### src/rtl/uart_rx_fifo.sv
// 8N1 UART receiver (LSB first, mid-bit sampling) feeding a small byte FIFO.
// Sticky frame/overrun flags; a set in the same cycle as err_clr wins.
module uart_rx_fifo #(
    parameter int unsigned CLKS_PER_BIT = 5208,
    parameter int unsigned FIFO_AW      = 2
) (
    input  logic       clk,
    input  logic       reset,
    input  logic       uart_rx,
    output logic [7:0] rx_data,
    output logic       rx_eff,
    input  logic       rx_read,
    output logic       frame_err,
    output logic       overrun,
    input  logic       err_clr,
    output logic       rx_busy
);
    localparam int unsigned Depth = 1 << FIFO_AW;
    localparam int unsigned BcW   = $clog2(CLKS_PER_BIT);
    localparam logic [BcW-1:0]     BcHalf = BcW'(CLKS_PER_BIT / 2 - 1);
    localparam logic [BcW-1:0]     BcFull = BcW'(CLKS_PER_BIT - 1);
    localparam logic [FIFO_AW:0]   DepthC = (FIFO_AW + 1)'(Depth);

    typedef enum logic [1:0] {StIdle, StStart, StData, StStop} state_e;

    state_e             state_q, state_d;
    logic [BcW-1:0]     bc_q, bc_d;
    logic [2:0]         idx_q, idx_d;
    logic [7:0]         shreg_q, shreg_d;
    logic               armed_q, armed_d;
    logic               rx_meta_q, rxs_q;
    logic [FIFO_AW-1:0] wr_ptr_q, wr_ptr_d, rd_ptr_q, rd_ptr_d;
    logic [FIFO_AW:0]   count_q, count_d;
    logic               frame_err_q, frame_err_d, overrun_q, overrun_d;
    logic [7:0]         mem [Depth];

    logic push_req, frame_set, pop, push, full;

    // Receiver FSM; armed_q requires rxs high in IDLE before a new start can be taken.
    always_comb begin
        state_d   = state_q;
        bc_d      = bc_q + BcW'(1);
        idx_d     = idx_q;
        shreg_d   = shreg_q;
        armed_d   = armed_q;
        push_req  = 1'b0;
        frame_set = 1'b0;
        case (state_q)
            StIdle: begin
                bc_d = '0;
                if (rxs_q) begin
                    armed_d = 1'b1;
                end else if (armed_q) begin
                    state_d = StStart;
                    armed_d = 1'b0;
                end
            end
            StStart: begin
                if (bc_q == BcHalf) begin
                    bc_d = '0;
                    if (!rxs_q) begin
                        state_d = StData;
                        idx_d   = 3'd0;
                    end else begin
                        state_d = StIdle;
                    end
                end
            end
            StData: begin
                if (bc_q == BcFull) begin
                    bc_d    = '0;
                    shreg_d = {rxs_q, shreg_q[7:1]};
                    idx_d   = idx_q + 3'd1;
                    if (idx_q == 3'd7) begin
                        state_d = StStop;
                    end
                end
            end
            StStop: begin
                if (bc_q == BcFull) begin
                    bc_d    = '0;
                    state_d = StIdle;
                    if (rxs_q) begin
                        push_req = 1'b1;
                    end else begin
                        frame_set = 1'b1;
                    end
                end
            end
            default: state_d = StIdle;
        endcase
    end

    // A full FIFO still accepts a byte when the head is popped in the same cycle.
    always_comb begin
        full     = (count_q == DepthC);
        pop      = rx_read && (count_q != '0);
        push     = push_req && (!full || pop);
        wr_ptr_d = push ? wr_ptr_q + FIFO_AW'(1) : wr_ptr_q;
        rd_ptr_d = pop ? rd_ptr_q + FIFO_AW'(1) : rd_ptr_q;
        count_d  = count_q;
        if (push && !pop) begin
            count_d = count_q + (FIFO_AW + 1)'(1);
        end else if (pop && !push) begin
            count_d = count_q - (FIFO_AW + 1)'(1);
        end
        frame_err_d = frame_set || (frame_err_q && !err_clr);
        overrun_d   = (push_req && full && !pop) || (overrun_q && !err_clr);
    end

    always_ff @(posedge clk) begin
        if (reset) begin
            state_q     <= StIdle;
            bc_q        <= '0;
            idx_q       <= '0;
            shreg_q     <= '0;
            armed_q     <= 1'b0;
            rx_meta_q   <= 1'b1;
            rxs_q       <= 1'b1;
            wr_ptr_q    <= '0;
            rd_ptr_q    <= '0;
            count_q     <= '0;
            frame_err_q <= 1'b0;
            overrun_q   <= 1'b0;
        end else begin
            state_q     <= state_d;
            bc_q        <= bc_d;
            idx_q       <= idx_d;
            shreg_q     <= shreg_d;
            armed_q     <= armed_d;
            rx_meta_q   <= uart_rx;
            rxs_q       <= rx_meta_q;
            wr_ptr_q    <= wr_ptr_d;
            rd_ptr_q    <= rd_ptr_d;
            count_q     <= count_d;
            frame_err_q <= frame_err_d;
            overrun_q   <= overrun_d;
        end
    end

    always_ff @(posedge clk) begin
        if (push) begin
            mem[wr_ptr_q] <= shreg_q;
        end
    end

    assign rx_eff    = (count_q != '0);
    assign rx_data   = rx_eff ? mem[rd_ptr_q] : 8'h00;
    assign frame_err = frame_err_q;
    assign overrun   = overrun_q;
    assign rx_busy   = (state_q != StIdle);

endmodule

### config.mk
export PLATFORM = sky130hd
export DESIGN_NAME = uart_rx_fifo
export DESIGN_NICKNAME = d
export VERILOG_FILES = /design/src/rtl/uart_rx_fifo.sv
export SDC_FILE = /design/constraint.sdc
export NUM_CORES = 1
export LEC_CHECK = 0
export BUFFER_PORTS_ARGS = -buffer_cell sky130_fd_sc_hd__buf_2
export CAP_MARGIN = 5
export CORE_ASPECT_RATIO = 1.1
export CORE_MARGIN = 5
export CORE_UTILIZATION = 44
export CTS_BUF_LIST = sky130_fd_sc_hd__clkbuf_16
export DETAILED_ROUTE_END_ITERATION = 6
export GPL_TIMING_DRIVEN = 0
export PLACE_DENSITY_LB_ADDON = 0.05
export SETUP_SLACK_MARGIN = 0.05
export SLEW_MARGIN = 20
export SYNTH_ARGS = -nofsm -noshare
export SYNTH_HDL_FRONTEND = slang
export SYNTH_SLANG_ARGS = --single-unit
### constraint.sdc
create_clock -name clk -period 2.45 [get_ports clk]
set_input_delay 0.3675 -clock clk [delete_from_list [all_inputs] [get_ports clk]]
set_output_delay 0.3675 -clock clk [all_outputs]
set_load 0.01 [all_outputs]
; ---- Word level (Yosys, flattened, before mapping)
; Memories as Yosys holds them, arrays and structs flattened. A register that Yosys moved wholly into a read port is not among the register bits.
; Index checks and enable logic that the tools add are counted.
[word_totals]
rom_bits = 0
ramBits = 32
register_bits = 38
inputBits = 5
n_memories = 1
latch_bits = 0
out_inout_bits = 12
elab_cells = 85
[mem_list]
columns = memory, words, word_bits, rd, rd_ports_with_merged_regs, wr, line
row1 = mem, 4, 8, 1, 1, 1, 35  ; logic [7:0] mem [Depth];
[classes]
bitwise_logic = 0
div = 0
shift = 0
add_sub_neg = 6
reduce_logical = 24
n_mul = 0
n_lt_le_gt_ge = 0
n_mux = 28
eq_ne = 14
[ops]
columns = operator, count
row1 = 13-bit case mux with 3 select lines, 1
row2 = 13-bit 2-to-1 mux, 2
row3 = 2-bit 2-to-1 mux, 9
row4 = 3-bit 2-to-1 mux, 5
row5 = "2-bit inequality test, second input constant", 7
row6 = "13-bit by 1-bit adder with 13-bit output, second input constant", 1
row7 = "13-bit by 12-bit equality test with 1-bit output, second input constant", 1
row8 = "13-bit equality test, second input constant", 1
row9 = 1-bit logical AND, 8
row10 = 1-bit 2-to-1 mux, 8
row11 = 8-bit 2-to-1 mux, 1
row12 = 2-bit case mux with 4 select lines, 1
row13 = "3-bit by 1-bit adder with 3-bit output, second input constant", 2
row14 = "3-bit equality test, second input constant", 2
row15 = 3-bit case mux with 2 select lines, 1
row16 = 6-bit AND reduction, 1
row17 = 2-bit nonzero test, 3
row18 = "2-bit by 1-bit adder with 2-bit output, second input constant", 2
row19 = "2-bit equality test, second input constant", 2
row20 = 1-bit zero test, 4
row21 = 4-bit AND reduction, 1
row22 = 1-bit logical OR, 3
row23 = 3-bit nonzero test, 1
row24 = "3-bit by 1-bit subtractor with 3-bit output, second input constant", 1
row25 = other kinds (4), 4

; ---- Longest topological paths before layout
[depth]
ltp_word = 8
depth_mapped = 10
mapped_depth_nobuf = 10

; ---- Least setup slack after synthesis
; OpenSTA, ideal clock, no wires.
[synth_path]
kind = register to register
from = reg bc_q[0]
to = reg count_q[2]
stages_incl_launch_ff = 11
synth_period_minus_slack_ps = 2368
arrival_ps = 2297
setup_time_ps = 70
required_time_ps = 2380
slack_ps = 82
path_cell_list = dfxtp_1 ha_1 and4b_1 nand4_1 nor2_1 ha_1 inv_1 fa_1 xor2_1 or3_1 a21oi_1
[synth_via]
elab_chain_cells = 7
[synth_rtl]
columns = item, line
row1 = start: declaration, 27  ; logic [BcW-1:0] bc_q, bc_d;
row2 = start signal: assignment, 114  ; bc_q <= '0;
row3 = start signal: assignment, 127  ; bc_q <= bc_d;
row4 = 13-bit equality test (*), 80  ; if (bc_q == BcFull) begin
row5 = 1-bit 2-to-1 mux (*), 80
row6 = 1-bit 2-to-1 mux (*), 48  ; case (state_q)
row7 = 1-bit logical AND (*), 98  ; push = push_req && (!full || pop);
row8 = named net push, 37  ; logic push_req, frame_set, pop, push, full;
row9 = 1-bit zero test, 104  ; end else if (pop && !push) begin
row10 = 1-bit logical AND, 104
row11 = 2-bit nonzero test (no source line), n/a
row12 = end signal: assignment, 135  ; count_q <= count_d;
row13 = end: declaration, 33  ; logic [FIFO_AW:0] count_q, count_d;
; Mark *: on every way through the listed nets, which the timed path passes. The rest lies on a longest branch.
; A chain may end at the register's enable or synchronous reset.

; ---- Final worst setup path
; Same ends and word-level chain as after synthesis.

==> results.json <==
{
  "outcome": "finished clean",
  "holdPathEnd": "rx_meta_q$_SDFF_PP1_",
  "pwr-share-clk_pct": 38.9,
  "synth_top_area_share_pct": 31.16,
  "viasPerCell": 5.211,
  "drt-total-wl_um": 5606,
  "ys.flop_type": "dfxtp_1",
  "core-area_mm2": 0.006927,
  "setup_tns_ps": 0,
  "final_common_cell": "dfxtp_1",
  "synth.top_cells.by_area": "edfxtp_1 31%, dfxtp_1 26%, mux4_2 5.8%, ha_1 3.2%, nand2_1 2.9%",
  "fin_hold_ws_ps": 223.9,
  "reg2reg_from": "bc_q[0]$_SDFF_PP0_",
  "max-slew-margin-rel_pct": 65.29,
  "first_global_vias": 1958,
  "synth_compound_area_share_pct": 6.207,
  "rsz0062_at_grt": "yes",
  "critical_path_class": "reg2reg",
  "die_x_um": 89.83,
  "drive_gt1_share_pct": 25.51,
  "cts_made_buffers": 9,
  "synthAdderAreaFrac_pct": 3.895,
  "io_pins": 17,
  "gp_congestion": 0.8407,
  "cp.arrival_ps": 2550,
  "worstHoldPathCells": 2,
  "finalCriticalPeriod_ps": 2299,
  "dpl_cell_area_mm2": 0.003266,
  "hold_class": "in2reg",
  "fmax_mhz": 435.1,
  "hp-start": "uart_rx",
  "drc": 0,
  "dp_cells": 359,
  "cts_tree": "done",
  "initial_core_util_pct": 44.53,
  "ant_nets": 0,
  "final_area_mm2": 0.003620,
  "seq_area_mm2": 0.001769,
  "synth_top_cell_by_area": "edfxtp_1",
  "area_delta_synth_final_pct": 17.36,
  "layout.nets": 303,
  "fin_skew_ps": 5.753,
  "crit_slowest_cell": "dfxtp_4",
  "switching_share_pct": 25.98,
  "grt_util_all_layers_pct": 13.76,
  "worstMarginPinSlew_ps": 520.7,
  "wl_per_cell_um": 14.79,
  "place_ws_ps": -243.4,
  "grt_max_degree": 13,
  "multi_input_area_mm2": 0.001260,
  "io_buffers": 15,
  "n_antenna_cell": 0,
  "synth_cell_type_count": 44,
  "firstDrtPassIters": 4,
  "power_frac_seq_pct": 42.6,
  "reg2reg_slack_ps": 150,
  "cpPeakStageDelay_ps": 380,
  "post-route-period-util_pct": 93.82,
  "clockBufferDepth": 2,
  "finalSetupViolCount": 0,
  "instances_no_fill": 379,
  "cts_root_buffer": "clkbuf_16",
  "die_y_um": 97.81,
  "maxSlewViolCount": 0,
  "synth-seq-area-share_pct": 57.12,
  "htreeDepth": 3,
  "cts.reportedPaths.clkPinSlew_ps": 60,
  "dr_total_vias": 1975,
  "pwr-share-comb_pct": 18.5,
  "max-vdd-ir-drop_uv": 417.2,
  "powerDensity_mw_per_mm2": 861.1,
  "antenna_found_initial": 0,
  "clock-sinks": 72,
  "critPathBufInv": 1,
  "synthArstFlopShare_pct": 0,
  "grt_overflow": 0,
  "avgSynthCellArea_um2": 11.91,
  "fillCellCount": 630,
  "synth_fp_nets": 273,
  "critPathMaxFanout": 5,
  "power.internal_mw": 2.307,
  "drv_cap": 0,
  "synth_area_mm2": 0.003084,
  "setup.worst_path.end_class": "register",
  "start_kind": "register",
  "cp.required_ps": 2710,
  "rr_endpoint": "count_q[2]$_SDFFE_PP0P_",
  "hold_buffers": 0,
  "worstPathCellList": "ha_4, and4b_1, nand4_1, nor2_1, ha_2, inv_1, fa_2, xor2_1, or3_1, a21oi_2",
  "leakage_nw": 1.274,
  "rows": 32,
  "critPathTopFamily": "simple AND/OR/NAND/NOR gates",
  "synth_top_family_by_area": "simple AND/OR/NAND/NOR gates",
  "yosysWarnings": 0,
  "worstRegToRegCells": 10,
  "grt_pass1_wl_um": 9611,
  "clock_latency_ps": 320,
  "hold_viol": 0,
  "mostFrequentLayoutCells": "38 x dfxtp_1, 32 x edfxtp_1, 24 x nand2_1, 18 x buf_2",
  "die_area_mm2": 0.008786,
  "ys_seq_elements": 72,
  "dp.final_hpwl_um": 3904,
  "p_switching_mw": 0.8097,
  "yosys.area_share.simple_pct": 19.07,
  "muxShareOfSynthArea_pct": 6.491,
  "dr.first_iter.drc_count": 102,
  "syn_inst": 259,
  "fin_ws_ps": 151.5,
  "synth_edf_count": 32,
  "synth_xor_area_share_pct": 4.260
}
how the worst max path moves through the flow:
stage	from	end	cells past startpoint
4_1_cts	bc_q[7]$_SDFF_PP0_	count_q[2]$_SDFFE_PP0P_	10
5_1_grt	bc_q[0]$_SDFF_PP0_	count_q[2]$_SDFFE_PP0P_	10
6_report	bc_q[0]$_SDFF_PP0_	count_q[2]$_SDFFE_PP0P_	10
2_1_floorplan	bc_q[0]$_SDFF_PP0_	count_q[2]$_SDFFE_PP0P_	10
3_5_place_dp	bc_q[0]$_SDFF_PP0_	count_q[2]$_SDFFE_PP0P_	10
3_3_place_gp	bc_q[0]$_SDFF_PP0_	count_q[2]$_SDFFE_PP0P_	10
metal layers:
metal	part of all wire [%]	wire length [um]	vias to the layer above	GRT usage (%)
li1	-	-	987	-
met1	43	2432	948	16.10
met2	51	2869	28	23.65
met3	3.2	180	12	3.159
met4	2.2	124	0	6.744
met5	0	0	-	0
stage by stage:
stage	utilization, %	power (mW)
4_1_cts	51.99	3.157
6_report	52.26	3.117
5_1_grt	52.26	3.290
3_5_place_dp	47.15	1.933
2_1_floorplan	-	1.753
3_3_place_gp	47.15	1.928
synth_stat cells (4+ instances only):
library cell and n:
mux4_2 8, nand2_1 24, and2_1 8, nor2_1 12, ha_1 8, buf_2 4
edfxtp_1 32, or3_1 4, clkbuf_1 6, o21ai_0 4, dfxtp_1 40, xnor2_1 6
or2_2 4, nand2b_1 4, xor2_1 9, nor3_1 4, a21oi_1 15, and3_1 7
nand4_1 4, inv_1 6, nor2_2 10, nand3_1 14
flip-flops by register name (all words and copies together) (netlist names), named ones only:
register / count
mem: 32
bc_q: 13
shreg_q: 8
count_q: 3
idx_q: 3
rd_ptr_q: 2
wr_ptr_q: 2
armed_q: 1
frame_err: 1
overrun: 1
rx_meta_q: 1
rxs_q: 1
state_q: 1
power groups by stage:
| stage | logic (mW) | clock network, mW | registers [mW] |
|---|---|---|---|
| global placement | 0.575 | 0 | 1.35 |
| CTS | 0.585 | 1.25 | 1.33 |
| finish | 0.576 | 1.21 | 1.33 |
| detailed placement | 0.580 | 0 | 1.35 |
| floorplan | 0.409 | 0 | 1.34 |
| global route | 0.658 | 1.30 | 1.33 |
logic make-up (layout without fill, tap and decap cells):
family,Yosys count,count (layout)
AO/OA/AOI/OAI,28,28
XOR/XNOR,15,15
adder cells (fa/ha/maj),9,9
buffers and inverters,18,53
flip-flops,72,72
multiplexers,10,10
AND/OR/NAND/NOR,107,107
cell type report:
class	count	area share [%]
clock buffer	10	6.913
sequential	72	48.88
clock inverter	6	0.9679
inverter	6	0.6222
timing repair buffer	19	2.904
tap	85	2.938
multi-input combinational	169	34.81
buffer	12	1.970
timing repair:
item	4_1_cts	5_1_grt
gates resized for setup	8	4
setup buffers	3	1
endpoints found under the setup margin	2	1
pin swaps	4	3
No activity file was read; power rests on OpenSTA's default activity.
